--- src/rtl/rgb_freq_sampler.sv ---
// rgb_freq_sampler
//   Front end for the colour comparator. Steps a TCS3200-style sensor through its
//   red, green and blue filters (s2/s3), counts rising edges of the sensor's pulse
//   output over a fixed gate window per filter, scales and saturates each count to
//   8 bits, and publishes a coherent {R,G,B} triple with a one-cycle valid strobe.
//
// Ports
//   clk         in   system clock, rising edge
//   rst         in   asynchronous, active-low reset
//   en          in   1 = run continuous frames, 0 = stop/abort the current frame
//   sensor_out  in   asynchronous square wave from the sensor
//   s2, s3      out  filter select (RED=00, BLUE=01, CLEAR=10, GREEN=11)
//   red_v       out  last complete red measurement
//   green_v     out  last complete green measurement
//   blue_v      out  last complete blue measurement
//   valid       out  one-cycle strobe, new triple on red_v/green_v/blue_v
module rgb_freq_sampler #(
  parameter int GATE_CYCLES   = 1000,
  parameter int SETTLE_CYCLES = 16,
  parameter int SHIFT         = 0,
  parameter int CNT_W         = 16
) (
  input  logic       clk,
  input  logic       rst,
  input  logic       en,
  input  logic       sensor_out,
  output logic       s2,
  output logic       s3,
  output logic [7:0] red_v,
  output logic [7:0] green_v,
  output logic [7:0] blue_v,
  output logic       valid
);

  typedef enum logic [2:0] {
    IDLE  = 3'd0,
    SET_R = 3'd1,
    CNT_R = 3'd2,
    SET_G = 3'd3,
    CNT_G = 3'd4,
    SET_B = 3'd5,
    CNT_B = 3'd6,
    UPD   = 3'd7
  } state_t;

  localparam logic [1:0] FILT_RED   = 2'b00;
  localparam logic [1:0] FILT_BLUE  = 2'b01;
  localparam logic [1:0] FILT_CLEAR = 2'b10;
  localparam logic [1:0] FILT_GREEN = 2'b11;

  localparam int TMR_MAX = (GATE_CYCLES > SETTLE_CYCLES) ? GATE_CYCLES : SETTLE_CYCLES;
  localparam int TMR_W   = $clog2(TMR_MAX + 1);

  // Counter holds at all-ones rather than wrapping.
  function automatic logic [CNT_W-1:0] sat_inc(input logic [CNT_W-1:0] c);
    if (c == {CNT_W{1'b1}}) return c;
    return c + 1'b1;
  endfunction

  // Scale by SHIFT, then clip to 8 bits.
  function automatic logic [7:0] sat8(input logic [CNT_W-1:0] raw);
    logic [CNT_W-1:0] sh;
    sh = raw >> SHIFT;
    if (sh > CNT_W'(255)) return 8'hFF;
    return sh[7:0];
  endfunction

  state_t           state, state_nx;
  logic [TMR_W-1:0] tmr;
  logic             last;

  logic             sync_p0, sync_p1, sync_p2, edge_p3;
  logic [CNT_W-1:0] cnt, cnt_nx;
  logic [7:0]       hold_r, hold_g, hold_b;

  logic             filt_load;
  logic [1:0]       filt_val;
  logic             cnt_clr, cnt_run;
  logic             latch_r, latch_g, latch_b, publish;

  // Stage p0/p1: two-flop synchronizer for the asynchronous sensor input
  always_ff @(posedge clk or negedge rst) begin
    if (!rst) begin
      sync_p0 <= 1'b0;
      sync_p1 <= 1'b0;
    end else begin
      sync_p0 <= sensor_out;
      sync_p1 <= sync_p0;
    end
  end

  // Stage p2/p3: registered rising-edge detect
  always_ff @(posedge clk or negedge rst) begin
    if (!rst) begin
      sync_p2 <= 1'b0;
      edge_p3 <= 1'b0;
    end else begin
      sync_p2 <= sync_p1;
      edge_p3 <= sync_p1 & ~sync_p2;
    end
  end

  // FSM state register
  always_ff @(posedge clk or negedge rst) begin
    if (!rst) state <= IDLE;
    else      state <= state_nx;
  end

  // Dwell timer: restarts on every state change, parked at zero in IDLE.
  always_ff @(posedge clk or negedge rst) begin
    if (!rst)                                  tmr <= '0;
    else if (state_nx != state || state == IDLE) tmr <= '0;
    else                                       tmr <= tmr + 1'b1;
  end

  always_comb begin
    last = 1'b0;
    case (state)
      SET_R, SET_G, SET_B: last = (tmr == TMR_W'(SETTLE_CYCLES - 1));
      CNT_R, CNT_G, CNT_B: last = (tmr == TMR_W'(GATE_CYCLES - 1));
      UPD:                 last = 1'b1;
      default:             last = 1'b0;
    endcase
  end

  // FSM next state: en low anywhere in the frame abandons it.
  always_comb begin
    state_nx = state;
    case (state)
      IDLE:    state_nx = en ? SET_R : IDLE;
      SET_R:   state_nx = !en ? IDLE : (last ? CNT_R : SET_R);
      CNT_R:   state_nx = !en ? IDLE : (last ? SET_G : CNT_R);
      SET_G:   state_nx = !en ? IDLE : (last ? CNT_G : SET_G);
      CNT_G:   state_nx = !en ? IDLE : (last ? SET_B : CNT_G);
      SET_B:   state_nx = !en ? IDLE : (last ? CNT_B : SET_B);
      CNT_B:   state_nx = !en ? IDLE : (last ? UPD : CNT_B);
      UPD:     state_nx = en ? SET_R : IDLE;
      default: state_nx = IDLE;
    endcase
  end

  // FSM outputs (decoded controls for the registered datapath)
  always_comb begin
    filt_load = (state_nx != state);
    filt_val  = FILT_CLEAR;
    case (state_nx)
      SET_R:   filt_val = FILT_RED;
      SET_G:   filt_val = FILT_GREEN;
      SET_B:   filt_val = FILT_BLUE;
      IDLE:    filt_val = FILT_CLEAR;
      default: filt_load = 1'b0;
    endcase
    cnt_clr = (state == SET_R) || (state == SET_G) || (state == SET_B);
    cnt_run = (state == CNT_R) || (state == CNT_G) || (state == CNT_B);
    latch_r = (state == CNT_R) && last;
    latch_g = (state == CNT_G) && last;
    latch_b = (state == CNT_B) && last;
    publish = (state == UPD);
  end

  always_ff @(posedge clk or negedge rst) begin
    if (!rst)           {s2, s3} <= FILT_CLEAR;
    else if (filt_load) {s2, s3} <= filt_val;
  end

  // Stage p4: gated edge counter
  always_comb begin
    cnt_nx = cnt;
    if (cnt_run && edge_p3) cnt_nx = sat_inc(cnt);
  end

  always_ff @(posedge clk or negedge rst) begin
    if (!rst)         cnt <= '0;
    else if (cnt_clr) cnt <= '0;
    else              cnt <= cnt_nx;
  end

  // Stage p5: per-colour holding registers, loaded with the final count of each
  // window (cnt_nx so an edge in the last gate cycle is not lost).
  always_ff @(posedge clk) begin
    if (latch_r) hold_r <= sat8(cnt_nx);
    if (latch_g) hold_g <= sat8(cnt_nx);
    if (latch_b) hold_b <= sat8(cnt_nx);
  end

  // Stage p6: published triple, updated only from a completed frame
  always_ff @(posedge clk or negedge rst) begin
    if (!rst) begin
      red_v   <= 8'd0;
      green_v <= 8'd0;
      blue_v  <= 8'd0;
      valid   <= 1'b0;
    end else begin
      valid <= publish;
      if (publish) begin
        red_v   <= hold_r;
        green_v <= hold_g;
        blue_v  <= hold_b;
      end
    end
  end

endmodule

--- config.mk ---
export PLATFORM = sky130hd
export DESIGN_NAME = rgb_freq_sampler
export DESIGN_NICKNAME = d
export VERILOG_FILES = /design/src/rtl/rgb_freq_sampler.sv
export SDC_FILE = /design/constraint.sdc
export NUM_CORES = 1
export LEC_CHECK = 0
export CORE_MARGIN = 1
export CORE_UTILIZATION = 45
export DETAILED_ROUTE_END_ITERATION = 12
export HOLD_SLACK_MARGIN = 0.1
export PLACE_DENSITY_LB_ADDON = 0.15
export SYNTH_ARGS = -nofsm -noshare
export SYNTH_HDL_FRONTEND = slang
export SYNTH_SLANG_ARGS = --single-unit
--- constraint.sdc ---
create_clock -name clk -period 6.9 [get_ports clk]
set_input_delay 1.035 -clock clk [delete_from_list [all_inputs] [get_ports clk]]
set_output_delay 1.035 -clock clk [all_outputs]
set_load 0.03 [all_outputs]
==> results.sh, run 1 <==
export IMPL_core_area_um2=7730
export IMPL_worstSetupPathType="register to register"
export IMPL_io_pins=31
export IMPL_layout_drive_gt1_share_pct=14.7
export IMPL_firstDrtPassIters=5
export IMPL_cell_internal_pwr_uw=653
export IMPL_start_util_pct=46.5
export IMPL_die_area_um2=8350
export IMPL_fmax_mhz=363
export IMPL_syn_nets=301
export IMPL_clkSinkCount=84
export IMPL_nets=335
export IMPL_synth_distinct_cells=47
export IMPL_antenna_cells=0
export IMPL_postRouteAntennaNets=0
export IMPL_clockBufferDepth=2
export IMPL_globalplace_congestion=0.871
export IMPL_routedWlPerCell_um=14.0
export IMPL_power_frac_clock_pct=36.2
export IMPL_crit_arrival_ps=2820
export IMPL_ir_drop_uv=106
export IMPL_path_max_fanout=13
export IMPL_grt_first_pass_wirelength_mm=10.8
export IMPL_cts_root_buf="clkbuf_8"
export IMPL_ys_top_cells_by_area="dfrtp_1 41%, edfxtp_1 20%, mux2_2 7.5%, nor2_1 3.9%, nand2_1 2.5%"
export IMPL_setup_viol=0
export IMPL_p_sw_share_pct=23.3
export IMPL_syn_area_um2=3600
export IMPL_min_path_type="register to register"
export IMPL_portBuffers=30
export IMPL_postCtsHoldBufs=0
export IMPL_ys_seq_area_share_pct=61.8
export IMPL_relSlewSlack_pct=22.0
export IMPL_maxSlewViolCount=0
export IMPL_synth_cells=295
export IMPL_syn_avg_cell_area_um2=12.2
export IMPL_place_ws_ps=4110
export IMPL_hpwl_mm=4.21
export IMPL_grt_usage_pct=16.5
export IMPL_worst_pin_slew_ps=1170
export IMPL_drc=0
export IMPL_cap_viol_max_count=0
export IMPL_rsz0062_at_grt="false"
export IMPL_synth_ff_type="dfrtp_1"
export IMPL_via_count=2266
export IMPL_n_fill_cell=667
export IMPL_clock_skew_final_ps=7.59
export IMPL_status="complete, no violations"
export IMPL_end_kind="register"
export IMPL_die_w_um=91.4
export IMPL_synth_async_reset_ratio_pct=71.4
export IMPL_tns_ps=0
export IMPL_layout_worst_path_cycle_share_pct=40.0
export IMPL_p_comb_share_pct=3.1
export IMPL_path_clk_slew_ps=80
export IMPL_numCtsBuffers=9
export IMPL_synth_top_area_share_pct=41.1
export IMPL_synth_edf_count=24
export IMPL_timing_final_ws_setup_ps=4140
export IMPL_power_density_nw_per_um2=205
export IMPL_die_h_um=91.4
export IMPL_grt_pass1_vias=2226
export IMPL_clock_latency_ps=350
export IMPL_avgViaCountPerCell=5.20
export IMPL_hold_viol=0
export IMPL_power_uw=851
export IMPL_ctsHtreeMaxLevel=3
export IMPL_gr_total_overflow=0
export IMPL_critical_path_required_ps=6960
export IMPL_antenna_found_initial=0
export IMPL_synth_warnings=0
export IMPL_first_iter_violations=109
export IMPL_synthToLayoutAreaGrowth_pct=15.7
export IMPL_cts_tree="built"
export IMPL_ys_ff_latch=84
export IMPL_grt_max_degree=61
export IMPL_p_leak_uw=0.00176
export IMPL_rows=32
export IMPL_cts_resized=0
export IMPL_power_switching_uw=199
export IMPL_p_seq_share_pct=60.7
export IMPL_finalWirelength_mm=6.12
export IMPL_cp_start_kind="register"
export IMPL_cts_setup_buffers=0
export IMPL_period_needed_ps=2760
export IMPL_synth_area_leader_cell="dfrtp_1"
## final timing paths
| path | startpoint | end | slack (ps) | cells past startpoint |
|---|---|---|---|---|
| max reg2reg | state[2] | hold_b[0] | 4140 | 6 |
| min reg2reg | sync_p0 | sync_p1 | 360 | 0 |
| max | state[2] | hold_b[0] | 4140 | 6 |
| min in group asynchronous | rst | green_v[1] | 840 | 2 |
| min | sync_p0 | sync_p1 | 360 | 0 |
| max in group asynchronous | rst | cnt[1] | 5560 | 2 |
## power groups by stage
| stage | sequential (µW) | combinational (µW) | clock, µW |
|---|---|---|---|
| 2_1_floorplan | 531 | 8.25 | 0 |
| 3_3_place_gp | 527 | 27.0 | 0 |
| 3_5_place_dp | 527 | 27.1 | 0 |
| 4_1_cts | 517 | 27.3 | 319 |
| 5_1_grt | 518 | 29.6 | 339 |
| 6_report | 517 | 26.3 | 308 |
## metrics by stage
step	util (%)	hold slack, ps	instances	instance area [µm²]
after global routing	53.8	374	436	4160
after floorplan	-	331	295	3600
after global placement	51.7	338	420	3990
after CTS	53.8	360	436	4160
final	53.8	356	436	4160
after detailed placement	51.7	341	420	3990
## critical path: stages (launching register included)
cell and delay [ps]:
dfrtp_1 610, nor2_4 130, or3_1 500, nor4_1 300, o31ai_1 150, a2111oi_4 580
nand2_1 200
## cells in the mapped netlist (6+ instances only)
library cell / n
o21ai_0: 9
nand3_1: 13
xnor2_1: 8
xor2_1: 8
and3_1: 6
nor2_1: 37
clkbuf_1: 6
mux2_2: 24
dfrtp_1: 59
nor3_1: 6
nand2_1: 24
edfxtp_1: 24
## sequential cells by signal (all words and copies together), names as in the netlist
| signal | flops |
|---|---|
| green_v | 8 |
| tmr | 10 |
| red_v | 8 |
| s3 | 1 |
| s2 | 1 |
| hold_b | 8 |
| sync_p2 | 1 |
| sync_p0 | 1 |
| blue_v | 8 |
| edge_p3 | 1 |
| valid | 1 |
| state | 3 |
| cnt | 16 |
| hold_r | 8 |
| hold_g | 8 |
| sync_p1 | 1 |
## per-layer routing
metal	part of all wire [%]	vias to the layer above	wire, µm	GRT usage (%)
li1	-	1120	-	-
met1	48	1100	2960	22.5
met2	47	37	2880	25.8
met3	3.2	9	196	4.02
met4	1.4	0	84	5.95
met5	0	-	0	0
## area by class of cell
class / instances / area, µm² / area share (%)
well taps: 102 / 128 / 3.07
repair buffers: 32 / 310 / 7.46
inverters: 4 / 15.0 / 0.361
clock buffers: 10 / 128 / 3.07
multi-input cells: 198 / 1320 / 31.6
clock inverters: 6 / 40.0 / 0.963
flip-flops and latches: 84 / 2220 / 53.5
## logic make-up after synthesis
| group | Yosys count | synth area share, % |
|---|---|---|
| muxes | 26 | 8.07 |
| adders and majority gates | 2 | 0.696 |
| and+or+nand+nor | 126 | 18.0 |
| xor gates and xnor gates | 16 | 3.90 |
| DFF | 84 | 61.8 |
| buffers and inverters | 13 | 1.60 |
| AOI/OAI and AO/OA | 28 | 5.88 |
## layout by cell type, fill, tap and decap left out, drive strengths merged, types with 4 or more instances in the layout
| cell | n |
|---|---|
| xnor2 | 8 |
| o21ai | 9 |
| dfrtp | 59 |
| nand3 | 13 |
| nor3 | 8 |
| xor2 | 8 |
| inv | 5 |
| and2 | 5 |
| edfxtp | 24 |
| nand4 | 5 |
| nor2b | 5 |
| clkdlybuf4s50 | 29 |
| and3 | 6 |
| nand2 | 24 |
| mux2 | 24 |
| clkbuf | 10 |
| or3 | 4 |
| nor2 | 38 |
(Power assumes the default switching activity.)
==> run 2, diff against run 1 <==
==> constraint.sdc (replaced) <==
create_clock -name clk -period 2.3 [get_ports clk]
set_input_delay 0.345 -clock clk [delete_from_list [all_inputs] [get_ports clk]]
set_output_delay 0.345 -clock clk [all_outputs]
set_load 0.03 [all_outputs]
==> run 2 against run 1 <==
Global-route usage is 1.1 points higher. Cell area is 8.7% higher. Combinational power grew to 3.4 times the previous value. Largest power group unchanged. Register-to-register slack worse by 4100 ps. Highest routed layer unchanged. Sequential power grew to 3.0 times the previous value.
==> results.sh, run 2 (synthesis results as in run 1) <==
export IMPL_status="complete, no violations"
export IMPL_cts_tree="built"
export IMPL_die_h_um=91.4
export IMPL_period_needed_ps=2300
export IMPL_place_inst=449
export IMPL_path_delay_family="simple AND/OR/NAND/NOR gates"
export IMPL_postRouteAntennaNets=0
export IMPL_cell_internal_pwr_uw=2070
export IMPL_min_path_type="register to register"
export IMPL_finalWirelength_mm=6.55
export IMPL_fmax_mhz=436
export IMPL_relSlewSlack_pct=69.8
export IMPL_nets=367
export IMPL_final_cell_mix="58 x dfrtp_1, 36 x nor2_1, 30 x buf_4"
export IMPL_routedWlPerCell_um=14.0
export IMPL_grt_pass1_vias=2378
export IMPL_critical_path_required_ps=2380
export IMPL_clock_latency_ps=350
export IMPL_crit_arrival_ps=2370
export IMPL_hpwl_mm=4.53
export IMPL_fin_cells=468
export IMPL_io_pins=31
export IMPL_grt_max_degree=61
export IMPL_grtUsageMet2_pct=27.6
export IMPL_numCtsBuffers=9
export IMPL_grt_util_met1_pct=23.5
export IMPL_reg2reg_slack_ps=4
export IMPL_clockBufferDepth=2
export IMPL_layout_drive_gt1_share_pct=24.9
export IMPL_hold_viol=0
export IMPL_first_iter_violations=106
export IMPL_cts_root_buf="clkbuf_8"
export IMPL_reg2reg_depth=7
export IMPL_ir_drop_uv=317
export IMPL_cp_slowest_cell="or4_4"
export IMPL_rows=32
export IMPL_worst_pin_slew_ps=451
export IMPL_place_ws_ps=-49.6
export IMPL_grt_first_pass_wirelength_mm=11.4
export IMPL_path_clk_slew_ps=70
export IMPL_power_switching_uw=552
export IMPL_firstDrtPassIters=4
export IMPL_n_fill_cell=626
export IMPL_globalplace_congestion=0.859
export IMPL_p_comb_share_pct=3.4
export IMPL_ctsHtreeMaxLevel=3
export IMPL_rsz0062_at_grt="true"
export IMPL_start_util_pct=46.5
export IMPL_seqCellArea_um2=2220
export IMPL_die_w_um=91.4
export IMPL_busiest_layer="met2"
export IMPL_p_leak_uw=0.00196
export IMPL_die_area_um2=8350
export IMPL_setup_viol=0
export IMPL_cp_start_kind="register"
export IMPL_drc=0
export IMPL_min_from="sync_p0"
export IMPL_antenna_found_initial=0
export IMPL_p_sw_share_pct=21.0
export IMPL_grt_met3_usage_pct=3.60
export IMPL_whs_path_depth=0
export IMPL_path_max_fanout=8
export IMPL_avgViaCountPerCell=5.10
export IMPL_timing_final_ws_setup_ps=4.38
export IMPL_grt_usage_pct=17.6
export IMPL_clkSinkCount=84
export IMPL_p_seq_share_pct=59.0
export IMPL_largest_register="cnt"
export IMPL_worstSetupPathType="register to register"
export IMPL_clock_skew_final_ps=9.07
export IMPL_path_cells="nand4_1, nor3_4, nor3_2, or4_4, a2111oi_4, buf_6, nand2_1"
export IMPL_cp_num_buf_inv=1
export IMPL_portBuffers=30
export IMPL_multiInputGateArea_um2=1390
export IMPL_worstReg2RegStart="cnt[15]"
export IMPL_via_count=2387
export IMPL_synthToLayoutAreaGrowth_pct=25.7
export IMPL_cap_viol_max_count=0
export IMPL_final_common_cell="dfrtp_1"
export IMPL_power_frac_clock_pct=37.6
export IMPL_crit_start="cnt[15]"
export IMPL_worstHoldEndpoint="sync_p1"
export IMPL_cp_slowest_stage_delay_ps=430
export IMPL_largest_reg_flops=16
export IMPL_r2r_end="hold_b[1]"
export IMPL_power_density_nw_per_um2=580
export IMPL_core_area_um2=7730
export IMPL_antenna_cells=0
export IMPL_gr_total_overflow=0
export IMPL_reg_largest_list="cnt (16), tmr (10)"
export IMPL_maxSlewViolCount=0
export IMPL_layout_worst_path_cycle_share_pct=99.8
export IMPL_end_kind="register"
==> run 2: changes by cell type in the layout (fill, tap and decap cells not counted), sizes merged <==
cell | before | now
inv | 5 | 4
clkbuf | 10 | 11
dlygate4sd3 | 0 | 1
bufinv | 0 | 1
clkinvlp | 3 | 2
buf | 3 | 34
==> run 2: per-layer routing <==
layer	part of all wire (%)	wire length [µm]
met5	0	0
met4	1.8	119
met3	2.6	173
met2	48	3140
met1	48	3120
==> run 2: what timing repair did <==
item	4_1_cts	5_1_grt
resized for setup	2	12
setup endpoints to repair	24	59
hold endpoints to repair	59	0
hold buffers	1	0
setup buffers	0	2
pin swaps	0	2
==> run 2: worst max-delay path by stage <==
stage / to / slack [ps] / cells past startpoint
floorplan: hold_b[0] / 30 / 8
global placement: hold_g[6] / 4 / 8
detailed placement: hold_r[6] / -50 / 8
CTS: hold_b[6] / 6 / 7
global route: hold_b[1] / -120 / 8
finish: hold_b[1] / 4 / 7
==> run 2: power groups by stage <==
stage	clock network (µW)	logic, µW	registers, µW
final	986	89.0	1550
after global routing	1080	100	1550
after CTS	1020	92.0	1550
after detailed placement	0	90.3	1580
after global placement	0	89.8	1580
after floorplan	0	24.7	1590
==> run 2: final cells by class <==
cell class / count / share of cell area [%]
Multi-Input combinational cell: 198 / 30.7
Clock inverter: 5 / 1.19
Clock buffer: 11 / 2.91
Sequential cell: 84 / 49.2
Timing Repair Buffer: 64 / 12.9
Inverter: 4 / 0.332
Tap cell: 102 / 2.82
==> run 2: metrics by stage <==
stage / area [µm²] / hold WS [ps] / power [µW] / setup TNS (ps) / utilization [%]
final: 4520 / 369 / 2620 / 0 / 58.5
after global routing: 4520 / 382 / 2730 / -2600 / 58.5
after CTS: 4450 / 370 / 2660 / 0 / 57.6
after detailed placement: 4240 / 339 / 1670 / -448 / 54.9
after global placement: 4240 / 336 / 1670 / 0 / 54.9
after floorplan: 3610 / 49.4 / 1620 / 0 / -
==> run 3, diff against run 2 <==
--- a/config.mk
+++ b/config.mk
@@ -5,7 +5,6 @@
 export SDC_FILE = /design/constraint.sdc
 export NUM_CORES = 1
 export LEC_CHECK = 0
-export CORE_MARGIN = 1
 export CORE_UTILIZATION = 45
 export DETAILED_ROUTE_END_ITERATION = 12
 export HOLD_SLACK_MARGIN = 0.1
==> results of run 3 <==
No change in the layout: final DEF, timing and power equal those of run 2.
